--- src/rtl/gamma_temporal_encoder_pkg.sv ---
// gamma_pkg: shared types and sizing helpers for the gamma temporal encoder.
//   state_t          - controller states (IDLE, RUN)
//   channel_value_t  - one channel value at the default gamma width
//   value_width()    - bits needed to hold a tick/value for a gamma width
package gamma_pkg;

  typedef enum logic {
    IDLE = 1'b0,
    RUN  = 1'b1
  } state_t;

  localparam int unsigned DEFAULT_GAMMA_CYCLE_WIDTH = 16;
  localparam int unsigned DEFAULT_NUM_CHANNELS      = 16;
  localparam int unsigned DEFAULT_VALUE_WIDTH       = $clog2(DEFAULT_GAMMA_CYCLE_WIDTH);

  typedef logic [DEFAULT_VALUE_WIDTH-1:0] channel_value_t;

  function automatic int unsigned value_width(input int unsigned gamma_cycle_width);
    return (gamma_cycle_width < 2) ? 1 : $clog2(gamma_cycle_width);
  endfunction

endpackage

--- src/rtl/gamma_temporal_encoder_if.sv ---
// Value-vector input bus of the gamma temporal encoder (valid/ready).
//   in_valid  - vector offered (master -> slave)
//   in_ready  - encoder shadow buffer free (slave -> master)
//   in_values - channel i in bits [i*VALUE_WIDTH +: VALUE_WIDTH]
//   in_null   - 1 = channel never spikes
interface gamma_temporal_encoder_if
  import gamma_pkg::*;
#(
  parameter int unsigned NUM_CHANNELS = DEFAULT_NUM_CHANNELS,
  parameter int unsigned VALUE_WIDTH  = DEFAULT_VALUE_WIDTH
);
  logic                            in_valid;
  logic                            in_ready;
  logic [NUM_CHANNELS*VALUE_WIDTH-1:0] in_values;
  logic [NUM_CHANNELS-1:0]         in_null;

  modport master (output in_valid, output in_values, output in_null, input  in_ready);
  modport slave  (input  in_valid, input  in_values, input  in_null, output in_ready);
endinterface

--- src/rtl/gamma_temporal_encoder_temporal_channel.sv ---
// temporal_channel: one output line of the encoder. Holds the active value and
// null flag for the running gamma and raises spike once tick reaches value.
//   aclk, grst          - clock, synchronous active-high reset (clears to null)
//   load, load_value,
//   load_null           - replace the active value/null
//   run                 - encoder is in a running gamma
//   tick                - current tick within the gamma
//   spike               - temporal code output
module temporal_channel #(
  parameter int unsigned VALUE_WIDTH = 4
) (
  input  logic                   aclk,
  input  logic                   grst,
  input  logic                   load,
  input  logic [VALUE_WIDTH-1:0] load_value,
  input  logic                   load_null,
  input  logic                   run,
  input  logic [VALUE_WIDTH-1:0] tick,
  output logic                   spike
);
  logic [VALUE_WIDTH-1:0] value_q;
  logic                   null_q;

  always_ff @(posedge aclk) begin
    if (grst) begin
      value_q <= '0;
      null_q  <= 1'b1;
    end else if (load) begin
      value_q <= load_value;
      null_q  <= load_null;
    end
  end

  // Values beyond the last tick never satisfy the compare, so they act as null.
  always_comb begin
    spike = run && !null_q && (value_q <= tick);
  end
endmodule

--- src/rtl/gamma_temporal_encoder.sv ---
// gamma_temporal_encoder: converts binary channel values into rising-edge
// temporal codes aligned to a gamma cycle, with a double-buffered input.
//   aclk        - clock
//   grst        - synchronous active-high reset
//   in_if       - value vector bus (slave): in_valid/in_ready/in_values/in_null
//   spikes      - one temporal line per channel
//   tick        - current tick within the gamma
//   gamma_start - high during tick 0 of each running gamma
//   busy        - high while a gamma runs
// Optional macro GAMMA_FREERUN_EN: counter runs continuously after reset, no
// IDLE state and no IDLE bypass; gammas without data emit no spikes.
module gamma_temporal_encoder
  import gamma_pkg::*;
#(
  parameter int unsigned GAMMA_CYCLE_WIDTH = DEFAULT_GAMMA_CYCLE_WIDTH,
  parameter int unsigned NUM_CHANNELS      = DEFAULT_NUM_CHANNELS,
  parameter int unsigned VALUE_WIDTH       = value_width(GAMMA_CYCLE_WIDTH)
) (
  input  logic                    aclk,
  input  logic                    grst,
  gamma_temporal_encoder_if.slave in_if,
  output logic [NUM_CHANNELS-1:0] spikes,
  output logic [VALUE_WIDTH-1:0]  tick,
  output logic                    gamma_start,
  output logic                    busy
);
  localparam logic [VALUE_WIDTH-1:0] TICK_LAST = VALUE_WIDTH'(GAMMA_CYCLE_WIDTH - 1);

  state_t                          state_q, state_d;
  logic [VALUE_WIDTH-1:0]          tick_q, tick_d;
  logic                            shadow_full_q, shadow_full_d;
  logic [NUM_CHANNELS*VALUE_WIDTH-1:0] shadow_values_q;
  logic [NUM_CHANNELS-1:0]         shadow_null_q;
  logic                            xfer, wrap;
  logic                            shadow_capture;
  logic                            load_en, load_from_shadow, load_clear;

  always_ff @(posedge aclk) begin
    if (grst) begin
`ifdef GAMMA_FREERUN_EN
      state_q <= RUN;
`else
      state_q <= IDLE;
`endif
      tick_q          <= '0;
      shadow_full_q   <= 1'b0;
      shadow_values_q <= '0;
      shadow_null_q   <= '1;
    end else begin
      state_q       <= state_d;
      tick_q        <= tick_d;
      shadow_full_q <= shadow_full_d;
      if (shadow_capture) begin
        shadow_values_q <= in_if.in_values;
        shadow_null_q   <= in_if.in_null;
      end
    end
  end

  always_comb begin
    state_d          = state_q;
    tick_d           = tick_q;
    shadow_full_d    = shadow_full_q;
    shadow_capture   = 1'b0;
    load_en          = 1'b0;
    load_from_shadow = 1'b0;
    load_clear       = 1'b0;
    xfer             = in_if.in_valid && !shadow_full_q;
    wrap             = (tick_q == TICK_LAST);
    case (state_q)
      IDLE: begin
        tick_d = '0;
`ifdef GAMMA_FREERUN_EN
        state_d = RUN;
`else
        if (xfer) begin
          load_en = 1'b1;
          state_d = RUN;
        end
`endif
      end
      RUN: begin
        if (wrap) begin
          tick_d = '0;
          if (shadow_full_q) begin
            load_en          = 1'b1;
            load_from_shadow = 1'b1;
            shadow_full_d    = 1'b0;
          end else if (xfer) begin
            load_en = 1'b1;
          end else begin
`ifdef GAMMA_FREERUN_EN
            // Next gamma has no data: load all-null so it stays silent.
            load_en    = 1'b1;
            load_clear = 1'b1;
`else
            state_d = IDLE;
`endif
          end
        end else begin
          tick_d = tick_q + 1'b1;
          if (xfer) begin
            shadow_capture = 1'b1;
            shadow_full_d  = 1'b1;
          end
        end
      end
      default: state_d = IDLE;
    endcase
  end

  always_comb begin
    in_if.in_ready = !shadow_full_q;
    tick           = tick_q;
    busy           = (state_q == RUN);
    gamma_start    = (state_q == RUN) && (tick_q == '0);
  end

  for (genvar i = 0; i < NUM_CHANNELS; i++) begin : g_channel
    logic [VALUE_WIDTH-1:0] ch_value;
    logic                   ch_null;

    always_comb begin
      ch_value = load_from_shadow ? shadow_values_q[i*VALUE_WIDTH +: VALUE_WIDTH]
                                  : in_if.in_values[i*VALUE_WIDTH +: VALUE_WIDTH];
      ch_null  = load_clear || (load_from_shadow ? shadow_null_q[i] : in_if.in_null[i]);
    end

    temporal_channel #(
      .VALUE_WIDTH(VALUE_WIDTH)
    ) u_channel (
      .aclk      (aclk),
      .grst      (grst),
      .load      (load_en),
      .load_value(ch_value),
      .load_null (ch_null),
      .run       (busy),
      .tick      (tick_q),
      .spike     (spikes[i])
    );
  end
endmodule

--- src/flat_wrapper.sv ---
// flat-port wrapper written by rule: the top's interface ports become plain ports
module gamma_temporal_encoder_flat import gamma_pkg::*;
#(
  parameter int unsigned GAMMA_CYCLE_WIDTH = DEFAULT_GAMMA_CYCLE_WIDTH,
  parameter int unsigned NUM_CHANNELS      = DEFAULT_NUM_CHANNELS,
  parameter int unsigned VALUE_WIDTH       = value_width(GAMMA_CYCLE_WIDTH)
)
  (aclk, grst, spikes, tick, gamma_start, busy, in_if_in_valid, in_if_in_values, in_if_in_null, in_if_in_ready);
  gamma_temporal_encoder_if #(.NUM_CHANNELS(NUM_CHANNELS), .VALUE_WIDTH(VALUE_WIDTH)) in_if_i ();
  input  logic aclk;
  input  logic grst;
  output logic [NUM_CHANNELS-1:0] spikes;
  output logic [VALUE_WIDTH-1:0] tick;
  output logic gamma_start;
  output logic busy;
  input wire logic [$bits(in_if_i.in_valid)-1:0] in_if_in_valid;
  input wire logic [$bits(in_if_i.in_values)-1:0] in_if_in_values;
  input wire logic [$bits(in_if_i.in_null)-1:0] in_if_in_null;
  output wire logic [$bits(in_if_i.in_ready)-1:0] in_if_in_ready;
  assign in_if_i.in_valid = in_if_in_valid;
  assign in_if_i.in_values = in_if_in_values;
  assign in_if_i.in_null = in_if_in_null;
  assign in_if_in_ready = in_if_i.in_ready;
  gamma_temporal_encoder #(.GAMMA_CYCLE_WIDTH(GAMMA_CYCLE_WIDTH), .NUM_CHANNELS(NUM_CHANNELS), .VALUE_WIDTH(VALUE_WIDTH)) u_core (.aclk(aclk), .grst(grst), .in_if(in_if_i), .spikes(spikes), .tick(tick), .gamma_start(gamma_start), .busy(busy));
endmodule
--- config.mk ---
export PLATFORM = sky130hd
export DESIGN_NAME = gamma_temporal_encoder_flat
export DESIGN_NICKNAME = d
export VERILOG_FILES = /design/src/rtl/gamma_temporal_encoder_pkg.sv /design/src/rtl/gamma_temporal_encoder_if.sv /design/src/rtl/gamma_temporal_encoder_temporal_channel.sv /design/src/rtl/gamma_temporal_encoder.sv /design/src/flat_wrapper.sv
export SDC_FILE = /design/constraint.sdc
export NUM_CORES = 1
export LEC_CHECK = 0
export CORE_AREA = 2 2 127 129
export DETAILED_ROUTE_END_ITERATION = 16
export DIE_AREA = 0 0 129 131
export GPL_ROUTABILITY_DRIVEN = 0
export PLACE_DENSITY = 0.84
export SYNTH_ARGS = -nofsm -noshare
export SYNTH_HDL_FRONTEND = slang
export SYNTH_SLANG_ARGS = --single-unit
--- constraint.sdc ---
create_clock -name aclk -period 4.97 [get_ports aclk]
set_input_delay 0.994 -clock aclk [delete_from_list [all_inputs] [get_ports aclk]]
set_output_delay 0.994 -clock aclk [all_outputs]
set_load 0.05 [all_outputs]
After elaboration in Yosys (flattened, before gate mapping)
Cells that the tools add are included.
- flip-flop bits (word level): 166
- input port bits: 83
- output and inout bits: 23
- add/sub/neg operators: 1
- order comparisons: 16
- eq/ne operators: 1
- muxes and demuxes: 47
- bitwise gates (word level): 1
- reductions and logical operators: 54
- operators by type and width (kind ; number):
    $mux W4 ; 17
    $le A4 B4 Y1 ; 16
    $logic_and A1 B1 Y1 ; 34
    $mux W1 ; 27
    $logic_not A1 Y1 ; 17
    $pmux W4 S2 ; 1
    $add A4 B1 Y4 const B ; 1
    $eq A4 B4 Y1 const B ; 1
    $logic_not A4 Y1 ; 1
    $pmux W1 S2 ; 2
    $reduce_and A2 Y1 ; 1
    $reduce_bool A2 Y1 ; 1
    $not A1 Y1 ; 1

Longest topological paths before layout
Gate-level depths: netlist of the first run.
- word-level depth: 6
- depth in mapped cells: 7
- depth with buffers taken out: 6

Hierarchy
Synthesis of the first run repeated with hierarchy kept, for this count alone.
- cell total of the unflattened synthesis: 950
- area, all modules: 9296.4 um^2
- by module, submodules not included (module ; times used ; cells an instance ; area each (um^2)):
    gamma_temporal_encoder ; 1 ; 470 ; 4772.1
    temporal_channel ; 16 ; 30 ; 282.8

Worst setup path after synthesis of the first run
No wires, ideal clock.
- path type: register to output
- start point: register u_core.tick_q[3], in the netlist u_core.tick[3]
- end point: output spikes[0]
- arrival: 1.974 ns
- required time: 3.976 ns
- setup slack: 2.002 ns
- cell stages (with the launch flop): 7
- path buffers: 1
- path through: dfxtp_1 > inv_1 > ha_1 > a21oi_1 > o21ai_0 > a21oi_1 > buf_4
- longest elaborated chain between the ends: 2
- RTL lines (element ; RTL line ; source):
    start: declaration ; gamma_temporal_encoder.sv:30 ; logic [VALUE_WIDTH-1:0] tick_q, tick_d;
    start signal: assignment ; gamma_temporal_encoder.sv:51 ; tick_q <= tick_d;
    $le A4 B4 Y1 ; gamma_temporal_encoder_temporal_channel.sv:36 ; spike = run && !null_q && (value_q <= tick);
    $logic_and A1 B1 Y1 ; gamma_temporal_encoder_temporal_channel.sv:36 ;
    end: declaration ; flat_wrapper.sv:12 ; output logic [NUM_CHANNELS-1:0] spikes;
Every way passes these cells.

Worst setup path in the final report of the first run
- start point: register u_core.tick_q[3], in the netlist u_core.tick[3]
- end point: output spikes[7]
Same word-level chain as after synthesis.

==> results.sh, run 1 <==
export IMPL_whs_ns=0.455
export IMPL_grt_usage_pct=25.6
export IMPL_syn_area_per_cell_um2=8.02
export IMPL_grt_max_degree=81
export IMPL_cp_max_fo=18
export IMPL_grt_pass1_wl_mm=33.9
export IMPL_grt_pass1_vias=7082
export IMPL_worstMarginPinSlew_ns=1.11
export IMPL_worst_skew_pair_late_latency_ns=0.43
export IMPL_ys_seq_area_share_pct=39.4
export IMPL_nNetsFinal=1249
export IMPL_drt_iter0_markers=544
export IMPL_final_max_slew_viol_count=0
export IMPL_multi_input_area_um2=4500
export IMPL_critPathMostFrequentCell="a21oi_1"
export IMPL_syn_num_nets=1199
export IMPL_vias=7301
export IMPL_ir_drop_uv=260
export IMPL_status="complete, no violations"
export IMPL_die_x_um=129
export IMPL_cts_resized=0
export IMPL_overflow=0
export IMPL_hold_class="register to register"
export IMPL_drv_cap=0
export IMPL_cts_tree="done"
export IMPL_p_leak_nw=3.95
export IMPL_maxClockFrequency_mhz=241
export IMPL_slew_headroom_pct=25.8
export IMPL_drive_above_1_share_pct=11.1
export IMPL_drtAntennaViolNets=0
export IMPL_wl_per_cell_um=15.6
export IMPL_syn2layout_area_growth_pct=18.1
export IMPL_drcViolationCount=0
export IMPL_htree_levels=4
export IMPL_seqCellArea_um2=3320
export IMPL_crit_slowest_cell="clkdlybuf4s50_1"
export IMPL_routed_via_density=5.49
export IMPL_crit_type="register to output port"
export IMPL_finalClockSkew_ns=0.00541
export IMPL_cts_setup_buffers=0
export IMPL_worst_setup_path_start_kind="register"
export IMPL_p_per_area_nw_per_um2=339
export IMPL_io_pins=106
export IMPL_finalCriticalPeriod_ns=4.15
export IMPL_cts_max_path_buffers=2
export IMPL_yosysUniqueCellTypes=24
export IMPL_totalWireLength_mm=20.7
export IMPL_initial_core_util_pct=54.0
export IMPL_crit_required_ns=3.98
export IMPL_antenna_found_initial=0
export IMPL_hold_viol=0
export IMPL_rows=46
export IMPL_n_antenna_cell=0
export IMPL_die_area_um2=16900
export IMPL_netlist_area_um2=8420
export IMPL_crit_arrival_ns=3.16
export IMPL_crit_chain="inv_1 -> ha_1 -> a21oi_1 -> o21ai_0 -> a21oi_1 -> clkdlybuf4s50_1"
export IMPL_dp_hpwl_mm=12.7
export IMPL_r2r_slack_ns=1.85
export IMPL_core_area_um2=15600
export IMPL_ys_ff_latch=166
export IMPL_ys_warn_count=0
export IMPL_root_buffer="clkbuf_16"
export IMPL_port_buffers=105
export IMPL_rsz0062_at_grt="no"
export IMPL_setup_viol=0
export IMPL_final_setup_tns_ns=0
export IMPL_cts_sinks=166
export IMPL_hold_buffers=0
export IMPL_path_clk_slew_ns=0.06
export IMPL_die_h_um=131
export IMPL_netlist_instances=1050
export IMPL_slowest_delay_ns=0.83
export IMPL_period_share_pct=83.5
export IMPL_dr_pass1_iters=5
export IMPL_numCtsBuffers=17
export IMPL_cp_end_kind="output port"
export IMPL_nFillCells=1327
[power breakdown]
part           switching, W  total (W)  internal (W)
Clock              0.000528    0.00133      0.000799
Sequential        0.0000565    0.00148       0.00143
Combinational      0.000323   0.000567      0.000243
Total              0.000908    0.00338       0.00247
[state kept, by name (all words and copies together), names as in the netlist]
| register | flops |
|---|---|
| u_core.g_channel.u_channel.value_q | 64 |
| u_core.shadow_values_q | 64 |
| u_core.g_channel.u_channel.null_q | 16 |
| u_core.shadow_null_q | 16 |
| u_core.tick | 4 |
| u_core.busy | 1 |
| u_core.shadow_full_q | 1 |
[per-stage QoR]
step | total power [W] | instance area, µm² | worst slack, ns | utilization (%) | cells
floorplan | 0.00190 | 8420 | 2.00 | - | 1050
global placement | 0.00205 | 9370 | 1.42 | 60.1 | 1297
detailed placement | 0.00207 | 9370 | 1.30 | 60.1 | 1297
CTS | 0.00339 | 9950 | 0.823 | 63.8 | 1329
global route | 0.00352 | 9950 | 0.654 | 63.8 | 1329
finish | 0.00338 | 9950 | 0.819 | 63.8 | 1329
[critical path, delay by kind of cell, from the launching register on]
| kind | cells | cell delay [ns] |
|---|---|---|
| buffers and inverters | 2 | 1.50 |
| AO/OA/AOI/OAI | 3 | 0.48 |
| adder cells (fa/ha/maj) | 1 | 0.40 |
| flip-flops | 1 | 0.34 |
[cell usage in the layout, fill, tap and decap left out, types with 2 or more instances in the layout]
| cell | instances |
|---|---|
| o31ai_2 | 16 |
| buf_4 | 8 |
| nor4_2 | 64 |
| ha_1 | 66 |
| bufinv_16 | 3 |
| a21oi_1 | 130 |
| clkbuf_16 | 17 |
| nand3_1 | 19 |
| clkbuf_1 | 4 |
| clkdlybuf4s50_1 | 104 |
| nor2_1 | 229 |
| o21ai_0 | 17 |
| nand2b_1 | 17 |
| nand2_1 | 176 |
| inv_1 | 40 |
| nand4_1 | 17 |
| and4_1 | 2 |
| xnor2_1 | 2 |
| clkinv_2 | 6 |
| dfxtp_1 | 166 |
[synth_stat cells]
library cell | count | area [µm²]
buf_6 | 2 | 22.5
nand2b_1 | 17 | 106
buf_2 | 29 | 145
nor4_2 | 64 | 801
a21oi_1 | 130 | 651
nand2_1 | 177 | 664
dfxtp_1 | 166 | 3320
and4_1 | 2 | 17.5
o21ai_0 | 17 | 85.1
nor2b_4 | 1 | 13.8
a21bo_2 | 1 | 10.0
xnor2_1 | 2 | 17.5
nand3_1 | 20 | 100
inv_1 | 40 | 150
and3_1 | 1 | 6.26
nand4_1 | 17 | 106
clkbuf_2 | 1 | 5.00
o31ai_2 | 16 | 200
nor3_1 | 1 | 5.00
o22a_1 | 1 | 8.76
buf_4 | 30 | 225
clkbuf_1 | 20 | 75.1
nor2_1 | 229 | 860
ha_1 | 66 | 826
[layout make-up]
class                   instances  share of cell area [%]
clock buffers                  22                    4.56
clock inverters                10                    1.30
inverters                      40                    1.51
multi-input cells             762                    45.2
flip-flops and latches        166                    33.4
well taps                     216                    2.72
repair buffers                113                    11.3
[cell families (layout without fill, tap and decap cells)]
group / count (synthesis) / after routing / synth area share [%]
buffers and inverters: 122 / 185 / 7.40
xor gates and xnor gates: 2 / 2 / 0.208
adders and majority gates: 66 / 66 / 9.80
and+or+nand+nor: 529 / 529 / 31.8
DFF: 166 / 166 / 39.4
AOI/OAI and AO/OA: 165 / 165 / 11.3
[worst paths after layout]
| kind | startpoint | to | depth (start not counted) |
|---|---|---|---|
| worst max-delay path | u_core.tick[3] | spikes[7] | 6 |
| worst min-delay path | u_core.shadow_values_q[17] | u_core.shadow_values_q[17] | 2 |
| worst max register to register | u_core.tick[0] | u_core.g_channel[10].u_channel.value_q[2] | 6 |
| worst min register to register | u_core.shadow_values_q[17] | u_core.shadow_values_q[17] | 2 |
[metal layers]
layer / track usage [%] / part of all wire, % / vias to the layer above
met5: 0 / 0 / -
met4: 9.91 / 2.2 / 0
met3: 4.76 / 4.6 / 35
met2: 45.8 / 51 / 224
met1: 30.4 / 43 / 3444
li1: - / - / 3598
(Power assumes the default switching activity.)
==> run 2: changes to the inputs <==
--- a/config.mk
+++ b/config.mk
@@ -5,11 +5,11 @@
 export SDC_FILE = /design/constraint.sdc
 export NUM_CORES = 1
 export LEC_CHECK = 0
-export CORE_AREA = 2 2 127 129
+export CORE_AREA = 2 2 132 134
 export DETAILED_ROUTE_END_ITERATION = 16
-export DIE_AREA = 0 0 129 131
+export DIE_AREA = 0 0 134 136
 export GPL_ROUTABILITY_DRIVEN = 0
-export PLACE_DENSITY = 0.84
+export PLACE_DENSITY = 0.82
 export SYNTH_ARGS = -nofsm -noshare
 export SYNTH_HDL_FRONTEND = slang
 export SYNTH_SLANG_ARGS = --single-unit
==> constraint.sdc (replaced) <==
create_clock -name aclk -period 3.7 [get_ports aclk]
set_input_delay 0.74 -clock aclk [delete_from_list [all_inputs] [get_ports aclk]]
set_output_delay 0.74 -clock aclk [all_outputs]
set_load 0.05 [all_outputs]
==> run 2 against run 1 <==
Effect of this change: combinational power is 36% higher; critical path depth is 1 higher; sequential share of layout area is 0.22 points lower; cell count is 1.3% higher; routed wire length is 0.71% higher; count of clock-buffer cells in the layout is 3 lower; design area is 0.65% higher; register-to-register slack worse by 0.81 ns; flip-flop and latch count stayed put; critical endpoint is now spikes[6]; largest cell class unchanged; highest routed layer unchanged.
==> results.sh, run 2 (synthesized netlist as in run 1, its figures left out) <==
export IMPL_crit_required_ns=2.96
export IMPL_drv_cap=0
export IMPL_status="complete, no violations"
export IMPL_io_pins=106
export IMPL_final_setup_tns_ns=0
export IMPL_worstHoldEndpoint="u_core.shadow_values_q[20]"
export IMPL_period_share_pct=93.3
export IMPL_root_buffer="clkbuf_16"
export IMPL_crit_chain="inv_1 -> buf_4 -> ha_1 -> nand2_1 -> o21ai_0 -> a21oi_1 -> clkdlybuf4s50_1"
export IMPL_hold_viol=0
export IMPL_crit_family="buffers and inverters"
export IMPL_rsz0062_at_grt="no"
export IMPL_cts_resized=0
export IMPL_worstHoldStart="u_core.shadow_values_q[20]"
export IMPL_cts_sinks=166
export IMPL_grt_pass1_vias=7025
export IMPL_final_common_cell="nor2_1"
export IMPL_crit_arrival_ns=2.71
export IMPL_overflow=0
export IMPL_placedCellCount=1315
export IMPL_grt_pass1_wl_mm=33.7
export IMPL_setup_viol=0
export IMPL_path_clk_slew_ns=0.06
export IMPL_crit_slowest_cell="clkdlybuf4s50_1"
export IMPL_cts_tree="done"
export IMPL_grt_max_degree=131
export IMPL_worstMarginPinSlew_ns=1.03
export IMPL_initial_core_util_pct=49.9
export IMPL_numCtsBuffers=17
export IMPL_maxClockFrequency_mhz=290
export IMPL_dp_hpwl_mm=13.4
export IMPL_worst_setup_path_start_kind="register"
export IMPL_r2r_start="u_core.tick[0]"
export IMPL_grt_usage_pct=23.3
export IMPL_worst_skew_pair_late_latency_ns=0.43
export IMPL_syn2layout_area_growth_pct=18.9
export IMPL_hold_class="register to register"
export IMPL_cp_max_fo=9
export IMPL_multi_input_area_um2=4500
export IMPL_dr_pass1_iters=5
export IMPL_die_h_um=136
export IMPL_port_buffers=105
export IMPL_drive_above_1_share_pct=13.1
export IMPL_layout_common_cells="229 x nor2_1, 176 x nand2_1, 166 x dfxtp_1"
export IMPL_drt_iter0_markers=670
export IMPL_antenna_found_initial=0
export IMPL_finalClockSkew_ns=0.0116
export IMPL_p_per_area_nw_per_um2=453
export IMPL_reg_top3="u_core.g_channel.u_channel.value_q: 64 flops, u_core.shadow_values_q: 64 flops"
export IMPL_drtAntennaViolNets=0
export IMPL_die_area_um2=18200
export IMPL_slew_headroom_pct=31.4
export IMPL_hold_buffers=0
export IMPL_rows=48
export IMPL_cts_max_path_buffers=2
export IMPL_drcViolationCount=0
export IMPL_holdPathStages=2
export IMPL_cts_setup_buffers=0
export IMPL_cp_end_kind="output port"
export IMPL_r2r_slack_ns=1.04
export IMPL_die_x_um=134
export IMPL_vias=7377
export IMPL_nFillCells=1456
export IMPL_wl_per_cell_um=15.5
export IMPL_nNetsFinal=1258
export IMPL_finalCriticalPeriod_ns=3.45
export IMPL_p_leak_nw=4.01
export IMPL_htree_levels=4
export IMPL_n_antenna_cell=0
export IMPL_routed_via_density=5.48
export IMPL_reg2reg_to="u_core.shadow_values_q[41]"
export IMPL_totalWireLength_mm=20.9
export IMPL_slowest_delay_ns=0.86
export IMPL_ir_drop_uv=342
export IMPL_crit_type="register to output port"
export IMPL_r2r_cells=6
export IMPL_core_area_um2=16900
export IMPL_final_core_util_pct=59.3
export IMPL_critPathBufInv=3
export IMPL_final_max_slew_viol_count=0
export IMPL_final_cells=1346
export IMPL_seqCellArea_um2=3320
## run 2: changes by cell type in the layout (fill, tap and decap cells not counted), moves of 2 or more
cell             change
clkinv_2             -3
clkinvlp_4           +4
buf_12               +2
inv_6                +2
buf_4               +21
clkbuf_1             -2
clkdlybuf4s50_1     -14
## run 2: layout make-up
class | count | share of cell area, %
multi-input cells | 762 | 44.9
flip-flops and latches | 166 | 33.2
repair buffers | 122 | 11.8
clock buffers | 19 | 4.32
well taps | 225 | 2.81
clock inverters | 12 | 1.52
inverters | 40 | 1.50
## run 2: metrics by stage
step / instance area [µm²] / total power, W / hold slack [ns] / worst slack (ns)
final: 10000 / 0.00454 / 0.455 / 0.249
after global routing: 10000 / 0.00474 / 0.470 / 0.122
after CTS: 10000 / 0.00457 / 0.456 / 0.250
after detailed placement: 9430 / 0.00279 / 0.447 / 0.724
after global placement: 9430 / 0.00276 / 0.443 / 0.731
after floorplan: 8420 / 0.00256 / 0.437 / 0.986
## run 2: tightest hold or removal path, stage by stage, from the launching register on
cell and delay (ns):
dfxtp_1 0.31, nand2_1 0.05, a21oi_1 0.05
## run 2: per-layer routing
| metal | up-vias | wire length (µm) | global-route usage (%) | part of all wire (%) |
|---|---|---|---|---|
| li1 | 3614 | - | - | - |
| met1 | 3506 | 8890 | 28.0 | 43 |
| met2 | 219 | 10200 | 41.1 | 49 |
| met3 | 38 | 1260 | 4.55 | 6.0 |
| met4 | 0 | 502 | 9.46 | 2.4 |
| met5 | - | 0 | 0 | 0 |
## run 2: worst max path at each step
| stage | startpoint | to | slack [ns] | cells past startpoint |
|---|---|---|---|---|
| 2_1_floorplan | u_core.tick[3] | spikes[0] | 0.99 | 6 |
| 3_3_place_gp | u_core.tick[2] | spikes[6] | 0.73 | 7 |
| 3_5_place_dp | u_core.tick[2] | spikes[6] | 0.72 | 7 |
| 4_1_cts | u_core.tick[2] | spikes[6] | 0.25 | 7 |
| 5_1_grt | u_core.tick[1] | spikes[6] | 0.12 | 7 |
| 6_report | u_core.tick[2] | spikes[6] | 0.25 | 7 |
## run 2: power breakdown
group | total [W] | switching, W | internal (W)
combinational | 0.000771 | 0.000440 | 0.000331
clock | 0.00178 | 0.000726 | 0.00106
sequential | 0.00199 | 0.0000711 | 0.00192
total | 0.00454 | 0.00124 | 0.00330
